--- src/rtl/pu_fifo_pkg.sv ---
// Definitions shared by the processing units on the data/attribute bus:
// attribute bit positions and the stored bus word layout.
package pu_fifo_pkg;

  localparam int SIGN       = 0;
  localparam int OVERFLOW   = 1;
  localparam int BUS_DATA_W = 32;
  localparam int BUS_ATTR_W = 4;

  typedef struct packed {
    logic [BUS_ATTR_W-1:0] attr;
    logic [BUS_DATA_W-1:0] data;
  } bus_word_t;

  function automatic int ptr_width(input int depth);
    return $clog2(depth);
  endfunction

endpackage

--- src/rtl/pu_fifo_mem.sv ---
// Register array holding the buffered bus words: one synchronous write port
// and one combinational read port so the head is available for the pop register.
module pu_fifo_mem
  import pu_fifo_pkg::*;
#(
  parameter int DEPTH = 4,
  parameter int WIDTH = BUS_ATTR_W + BUS_DATA_W,
  localparam int AW = ptr_width(DEPTH)
) (
  input  logic             clk,
  input  logic             we,
  input  logic [AW-1:0]    waddr,
  input  logic [WIDTH-1:0] wdata,
  input  logic [AW-1:0]    raddr,
  output logic [WIDTH-1:0] rdata
);

  logic [WIDTH-1:0] mem [DEPTH];

  always_ff @(posedge clk) begin
    if (we) begin
      mem[waddr] <= wdata;
    end
  end

  assign rdata = mem[raddr];

endmodule

--- src/rtl/pu_fifo.sv ---
// Bus-side result buffer: captures accumulator results with their attributes
// and replays them in order when granted the bus; output is zero when idle.
module pu_fifo
  import pu_fifo_pkg::*;
#(
  parameter int DATA_WIDTH = 32,
  parameter int ATTR_WIDTH = 4,
  parameter int SIGN       = pu_fifo_pkg::SIGN,
  parameter int OVERFLOW   = pu_fifo_pkg::OVERFLOW,
  parameter int DEPTH      = 4
) (
  input  logic                  clk,
  input  logic                  rst,
  input  logic                  signal_wr,
  input  logic                  signal_init,
  input  logic                  signal_oe,
  input  logic [DATA_WIDTH-1:0] data_in,
  input  logic [ATTR_WIDTH-1:0] attr_in,
  output logic [DATA_WIDTH-1:0] data_out,
  output logic [ATTR_WIDTH-1:0] attr_out
);

  localparam int PTR_W  = ptr_width(DEPTH);
  localparam int WORD_W = ATTR_WIDTH + DATA_WIDTH;
  localparam logic [PTR_W:0] FULL_COUNT = (PTR_W + 1)'(DEPTH);
  localparam logic [ATTR_WIDTH-1:0] UNDERFLOW_ATTR =
    {{(ATTR_WIDTH - 1){1'b0}}, 1'b1} << OVERFLOW;

  logic [PTR_W-1:0]      rd_ptr_reg, rd_ptr_next;
  logic [PTR_W-1:0]      wr_ptr_reg, wr_ptr_next;
  logic [PTR_W:0]        count_reg, count_next;
  logic                  sticky_reg, sticky_next;
  logic [DATA_WIDTH-1:0] data_out_reg, data_out_next;
  logic [ATTR_WIDTH-1:0] attr_out_reg, attr_out_next;

  logic [WORD_W-1:0]     head_word;
  logic [DATA_WIDTH-1:0] head_data;
  logic [ATTR_WIDTH-1:0] head_attr;
  logic [ATTR_WIDTH-1:0] head_attr_flagged;
  logic                  full, empty, do_pop, do_push, do_drop;

  assign full  = (count_reg == FULL_COUNT);
  assign empty = (count_reg == '0);

  // A pop in the same cycle frees a slot, so a push into a full FIFO survives.
  assign do_pop  = signal_oe && !empty;
  assign do_push = signal_wr && !signal_init && (!full || do_pop);
  assign do_drop = signal_wr && !signal_init && full && !do_pop;

  pu_fifo_mem #(
    .DEPTH (DEPTH),
    .WIDTH (WORD_W)
  ) u_mem (
    .clk   (clk),
    .we    (do_push),
    .waddr (wr_ptr_reg),
    .wdata ({attr_in, data_in}),
    .raddr (rd_ptr_reg),
    .rdata (head_word)
  );

  assign head_data = head_word[DATA_WIDTH-1:0];
  assign head_attr = head_word[WORD_W-1:DATA_WIDTH];

  // Only the overflow bit picks up a lost write; sign and the rest pass verbatim.
  for (genvar gi = 0; gi < ATTR_WIDTH; gi++) begin : g_attr
    if (gi == OVERFLOW && gi != SIGN) begin : g_ovf
      assign head_attr_flagged[gi] = head_attr[gi] | sticky_reg;
    end else begin : g_pass
      assign head_attr_flagged[gi] = head_attr[gi];
    end
  end

  always_comb begin
    rd_ptr_next = rd_ptr_reg;
    wr_ptr_next = wr_ptr_reg;
    count_next  = count_reg;
    sticky_next = sticky_reg;
    if (signal_init) begin
      rd_ptr_next = '0;
      wr_ptr_next = '0;
      count_next  = '0;
      sticky_next = 1'b0;
    end else begin
      if (do_pop) begin
        rd_ptr_next = rd_ptr_reg + 1'b1;
        sticky_next = 1'b0;
      end
      if (do_push) begin
        wr_ptr_next = wr_ptr_reg + 1'b1;
      end
      if (do_drop) begin
        sticky_next = 1'b1;
      end
      case ({do_push, do_pop})
        2'b10:   count_next = count_reg + 1'b1;
        2'b01:   count_next = count_reg - 1'b1;
        default: count_next = count_reg;
      endcase
    end
  end

  // The output is computed from pre-flush state even when init is asserted.
  always_comb begin
    data_out_next = '0;
    attr_out_next = '0;
    if (signal_oe) begin
      if (!empty) begin
        data_out_next = head_data;
        attr_out_next = head_attr_flagged;
      end else begin
        attr_out_next = UNDERFLOW_ATTR;
      end
    end
  end

  always_ff @(posedge clk or negedge rst) begin
    if (!rst) begin
      rd_ptr_reg   <= '0;
      wr_ptr_reg   <= '0;
      count_reg    <= '0;
      sticky_reg   <= 1'b0;
      data_out_reg <= '0;
      attr_out_reg <= '0;
    end else begin
      rd_ptr_reg   <= rd_ptr_next;
      wr_ptr_reg   <= wr_ptr_next;
      count_reg    <= count_next;
      sticky_reg   <= sticky_next;
      data_out_reg <= data_out_next;
      attr_out_reg <= attr_out_next;
    end
  end

  assign data_out = data_out_reg;
  assign attr_out = attr_out_reg;

endmodule

--- config.mk ---
export PLATFORM = sky130hd
export DESIGN_NAME = pu_fifo
export DESIGN_NICKNAME = d
export VERILOG_FILES = /design/src/rtl/pu_fifo_pkg.sv /design/src/rtl/pu_fifo_mem.sv /design/src/rtl/pu_fifo.sv
export SDC_FILE = /design/constraint.sdc
export NUM_CORES = 1
export LEC_CHECK = 0
export ABC_AREA = 1
export CAP_MARGIN = 20
export CORE_ASPECT_RATIO = 0.6
export CORE_UTILIZATION = 30
export CTS_CLUSTER_SIZE = 30
export DETAILED_ROUTE_END_ITERATION = 7
export PLACE_DENSITY = 0.48
export REMOVE_ABC_BUFFERS = 1
export SLEW_MARGIN = 20
export SYNTH_ARGS = -nofsm -noshare
export SYNTH_HDL_FRONTEND = slang
export SYNTH_SLANG_ARGS = --single-unit
--- constraint.sdc ---
create_clock -name clk -period 8.4 [get_ports clk]
set_input_delay 0.84 -clock clk [delete_from_list [all_inputs] [get_ports clk]]
set_output_delay 0.84 -clock clk [all_outputs]
set_load 0.1 [all_outputs]
==> results of run 1 <==
[cells by family (layout without fill, tap and decap cells)]
group                      after synthesis  count (layout)  share of synthesized area
and+or+nand+nor                        184             184                      0.107
adders and majority gates                5               5                    0.00992
buffers and inverters                   41             130                     0.0354
AOI/OAI and AO/OA                      112             112                     0.0794
DFF                                    188             188                      0.768
[routing by layer]
layer,part of all wire,vias to the layer above,GRT usage
li1,-,1999,-
met1,0.52,2031,0.202
met2,0.42,105,0.192
met3,0.048,11,0.0349
met4,0.0091,0,0.0372
met5,0,-,0
[synth_stat cells]
| cell type | instances |
|---|---|
| o21ai_0 | 55 |
| fa_1 | 1 |
| clkbuf_2 | 5 |
| nor3_1 | 1 |
| o21ai_1 | 18 |
| nand2_4 | 2 |
| ha_1 | 4 |
| buf_4 | 1 |
| inv_1 | 11 |
| nand3_1 | 13 |
| edfxtp_1 | 144 |
| nor2_8 | 1 |
| buf_2 | 3 |
| nand3_2 | 1 |
| buf_1 | 1 |
| inv_2 | 4 |
| a21oi_1 | 39 |
| nor2_1 | 145 |
| buf_6 | 11 |
| dfrtp_1 | 44 |
| clkbuf_1 | 5 |
| nand2_1 | 19 |
| nand4_1 | 1 |
| nor2_4 | 1 |
[final timing paths]
| path | slack, ns | cells after the start | endpoint |
|---|---|---|---|
| setup / recovery | 5.64 | 1 | data_out[28] |
| hold / removal | 0.52 | 2 | data_out[17] |
| setup reg to reg | 6.17 | 4 | data_out[11] |
| hold reg to reg | 0.54 | 2 | data_out[29] |
| max in group asynchronous | 7.43 | 2 | rd_ptr_reg[1] |
| min in group clk | 0.54 | 2 | data_out[29] |
[metrics by stage]
| step | power, mW | setup WS [ns] | hold slack [ns] |
|---|---|---|---|
| 6_report | 2.82 | 5.64 | 0.516 |
| 5_1_grt | 2.94 | 5.52 | 0.552 |
| 4_1_cts | 2.84 | 5.61 | 0.536 |
| 3_5_place_dp | 2.04 | 5.20 | 0.523 |
| 3_3_place_gp | 2.02 | 5.02 | 0.515 |
| 2_1_floorplan | 1.77 | 5.16 | 0.479 |
[final cells by class]
type                            instances  area, um^2
Clock buffer                           18         429
Clock inverter                         14         161
Multi-Input combinational cell        301        1420
Timing Repair Buffer                   83         881
Sequential cell                       188        5430
Tap cell                              315         394
Inverter                               15        56.3
Fill cell                            2137       14300
[power groups by stage]
| stage | sequential [mW] | combinational (mW) | clock, mW |
|---|---|---|---|
| after detailed placement | 1.16 | 0.873 | 0 |
| after floorplan | 1.56 | 0.209 | 0 |
| after CTS | 1.14 | 0.877 | 0.823 |
| after global routing | 1.15 | 0.925 | 0.858 |
| final | 1.14 | 0.867 | 0.806 |
| after global placement | 1.16 | 0.861 | 0 |
==> flow_metrics.tcl, run 1 <==
set metrics [dict create \
    synth.top_cell.area_share 0.612 \
    ioPinCount 77 \
    cp_slowest_cell "clkdlybuf4s50_1" \
    initial_core_util 0.306 \
    yosysSeqAreaShare 0.768 \
    htreeDepth 4 \
    final-max-slew-violation-count 0 \
    internal_power_mw 1.74 \
    grtUsageTotal 0.135 \
    crit_chain "clkdlybuf4s50_1" \
    yosysUniqueCellTypes 24 \
    synth_seq_cells 188 \
    regToRegStartpoint "rd_ptr_reg[1]" \
    p_clk_frac 0.286 \
    final.setup_skew_ns 0.0128 \
    overflow 0 \
    worst_pin_slew_ns 0.985 \
    cts_resized 0 \
    place_congestion 0.787 \
    drtPass1Iterations 5 \
    synth_cells 530 \
    hold_viol_final 0 \
    die-area_um2 24200 \
    wl_mm 15.5 \
    cts_setup_buffers 0 \
    hp-class "in -> async" \
    grt_first_pass_wirelength_mm 23.9 \
    yosys.area.top_type "edfxtp_1" \
    seqPwrFrac 0.406 \
    finalNonFillerCells 934 \
    netlist_area_um2 7060 \
    cp_top_family "buffers and inverters" \
    largest_reg_flops 144 \
    fin_util 0.380 \
    cts_buffers 17 \
    wl_per_cell_um 16.6 \
    avgSynthCellArea_um2 13.3 \
    cts_hold_buf 0 \
    coreArea_um2 23100 \
    power_density_nw_per_um2 321 \
    ys.warnings.count 0 \
    syn2layout_area_growth_pct 24.1 \
    cts_tree "done" \
    clockBufferDepth 2 \
    worstPathRequired_ns 7.56 \
    path_class "reg -> out" \
    insertion_delay_ns 0.43 \
    finalSetupViolCount 0 \
    clkSinkCount 188 \
    swShare 0.382 \
    final.min_clock_period_ns 2.76 \
    ctsRootBufferMaster "clkbuf_16" \
    p_switching_mw 1.07 \
    crit_arrival_ns 1.92 \
    max_freq_mhz 362 \
    status "completed" \
    slowest_delay_ns 1.14 \
    layout_commonest_cell "edfxtp_1" \
    final_cell_mix "edfxtp_1 (144), nor2_1 (141), clkdlybuf4s50_1 (75)" \
    rsz0062_at_grt "no" \
    cp_num_buf_inv 1 \
    grt_pass1_vias 4098 \
    maxCapViolations 0 \
    antenna_found_initial 0 \
    routed-via-count 4146 \
    grt_max_degree 74 \
    comb_power_share 0.308 \
    die_width_um 200 \
    portBuffers 76 \
    tns_ns 0 \
    viasPerCell 4.44 \
    relSlewSlack 0.341 \
    path_max_fanout 1 \
    p_leak_nw 3.16 \
    clkTransAtPathRegs_ns 0.07 \
    post-place-cells 902 \
    end_kind "output port" \
    ant_nets 0 \
    final_area_um2 8770 \
    final_nets 652 \
    row_count 43 \
    ir_worst_vdd_mv 0.155 \
    startpoint "data_out[28]" \
    post-dp-hpwl_mm 9.10 \
    die_h_um 121 \
    final_layout_size_suffix_gt1_frac 0.0856 \
    num_antenna_cells 0 \
    post-route-period-util 0.329 \
    drt_iter0_drc 287 \
    crit_path_start_kind "register" \
    dpl_cell_area_um2 8180 \
    synthTopCellsByArea "edfxtp_1 (61%), dfrtp_1 (16%), nor2_1 (7.7%), o21ai_0 (3.9%), a21oi_1 (2.8%)" \
    drc 0 \
]
Power figures use the tool's default switching activity.
==> inputs of run 2 (changes only) <==
==> constraint.sdc (replaced) <==
create_clock -name clk -period 2.8 [get_ports clk]
set_input_delay 0.28 -clock clk [delete_from_list [all_inputs] [get_ports clk]]
set_output_delay 0.28 -clock clk [all_outputs]
set_load 0.1 [all_outputs]
==> flow_metrics.tcl, run 2 (synthesis results as in run 1) <==
set metrics [dict create \
    drc 0 \
    comb_power_share 0.306 \
    multi_input_comb_area_um2 1420 \
    post-route-period-util 0.705 \
    grtUsageTotal 0.137 \
    final_cell_mix "edfxtp_1 (144), nor2_1 (141), o21ai_0 (55)" \
    relSlewSlack 0.464 \
    hold_viol_final 0 \
    rr_worst_depth 5 \
    die-area_um2 24200 \
    layout_commonest_cell "edfxtp_1" \
    dpl_cell_area_um2 8080 \
    viasPerCell 4.40 \
    status "completed" \
    post-dp-hpwl_mm 9.28 \
    cts_tree "done" \
    tns_ns 0 \
    routed-wl-met3_um 707 \
    p_clk_frac 0.290 \
    finalSetupViolCount 0 \
    wl_per_cell_um 16.5 \
    antenna_found_initial 0 \
    cts_resized 0 \
    row_count 43 \
    final.setup_skew_ns 0.0134 \
    crit_path_start_kind "input port" \
    internal_power_mw 5.18 \
    grt_max_degree 74 \
    num_antenna_cells 0 \
    initial_core_util 0.306 \
    cts_buffers 17 \
    path_max_fanout 10 \
    worstPathRequired_ns 2.94 \
    die_width_um 200 \
    max_freq_mhz 507 \
    final_nets 657 \
    largest_reg_flops 144 \
    final.min_clock_period_ns 1.97 \
    ctsRootBufferMaster "clkbuf_16" \
    rsz0062_at_grt "no" \
    ir_worst_vdd_mv 0.386 \
    top_layer "met4" \
    final-max-slew-violation-count 0 \
    seqPwrFrac 0.403 \
    swShare 0.386 \
    ant_nets 0 \
    die_h_um 121 \
    syn2layout_area_growth_pct 23.1 \
    place_congestion 0.845 \
    finalNonFillerCells 939 \
    ioPinCount 77 \
    grt_pass1_vias 4230 \
    p_leak_nw 3.24 \
    wl_mm 15.4 \
    end_kind "register" \
    htreeDepth 4 \
    worst_pin_slew_ns 0.804 \
    power_density_nw_per_um2 971 \
    met2WireLength_mm 6.82 \
    insertion_delay_ns 0.43 \
    n_fill_cell 2163 \
    drtPass1Iterations 5 \
    clockBufferDepth 2 \
    hp-class "in -> async" \
    drt_iter0_drc 265 \
    portBuffers 76 \
    register_area_um2 5430 \
    drt-met1-wl_mm 7.77 \
    overflow 0 \
    crit_arrival_ns 2.11 \
    clkTransAtPathRegs_ns 0.07 \
    final_layout_size_suffix_gt1_frac 0.152 \
    grt_first_pass_wirelength_mm 24.2 \
    p_switching_mw 3.26 \
    final_area_um2 8690 \
    path_class "in -> reg" \
    routed-via-count 4134 \
    post-place-cells 906 \
    clkSinkCount 188 \
    maxCapViolations 0 \
    coreArea_um2 23100 \
]
[run 2: changes by cell type in the layout (fill, tap and decap cells not counted), moves of 2 or more]
cell	previous run	this run
buf_4	3	44
clkdlybuf4s50_1	75	39
buf_16	3	0
buf_12	1	3
clkinv_4	5	3
inv_8	1	3
[run 2: layer usage]
layer / GRT usage / up-vias
met1: 0.199 / 1988
met5: 0 / -
met2: 0.200 / 119
met4: 0.0434 / 0
li1: - / 2011
met3: 0.0324 / 16
[run 2: power by group through the flow]
stage	logic (mW)	registers, mW	clock network (mW)
4_1_cts	2.62	3.41	2.52
3_5_place_dp	2.61	3.46	0
6_report	2.58	3.41	2.45
3_3_place_gp	2.60	3.46	0
5_1_grt	2.77	3.44	2.62
2_1_floorplan	0.626	4.69	0
[run 2: what timing repair did]
action                                 CTS  global route
hold buffers                             1             0
endpoints found under the hold margin   28             0
setup buffers                            0             0
[run 2: cell type report]
| cell class | instances | share of cell area |
|---|---|---|
| clock buffers | 17 | 0.0489 |
| clock inverters | 15 | 0.0203 |
| inverters | 15 | 0.00648 |
| multi-input cells | 301 | 0.163 |
| flip-flops and latches | 188 | 0.624 |
| well taps | 315 | 0.0453 |
| repair buffers | 88 | 0.0916 |
[run 2: through the flow]
stage | power (mW) | utilization | hold WS [ns] | setup WS (ns)
after floorplan | 5.31 | - | -0.0156 | 0.0689
after global placement | 6.05 | 0.350 | 0.392 | 0.460
after detailed placement | 6.07 | 0.350 | 0.408 | 0.402
after CTS | 8.54 | 0.377 | 0.466 | 0.843
after global routing | 8.82 | 0.377 | 0.471 | 0.726
final | 8.44 | 0.377 | 0.433 | 0.827
[run 2: path summary, 6_finish.rpt]
kind	from	to	slack [ns]
hold / removal	rst	data_out[17]	0.43
hold reg to reg	u_mem.mem[3][6]	data_out[6]	0.54
min in group clk	signal_init	rd_ptr_reg[0]	0.48
max in group asynchronous	rst	data_out[6]	1.60
setup / recovery	signal_init	u_mem.mem[1][7]	0.83
setup reg to reg	count_reg[0]	u_mem.mem[1][7]	0.86
[run 2: critical path, cell delays in order]
cell and delay (ns):
clkdlybuf4s50_1 0.46, inv_2 0.16, nand2_1 0.14, inv_1 0.14, nand2_1 0.29, nor2_4 0.38
buf_4 0.25
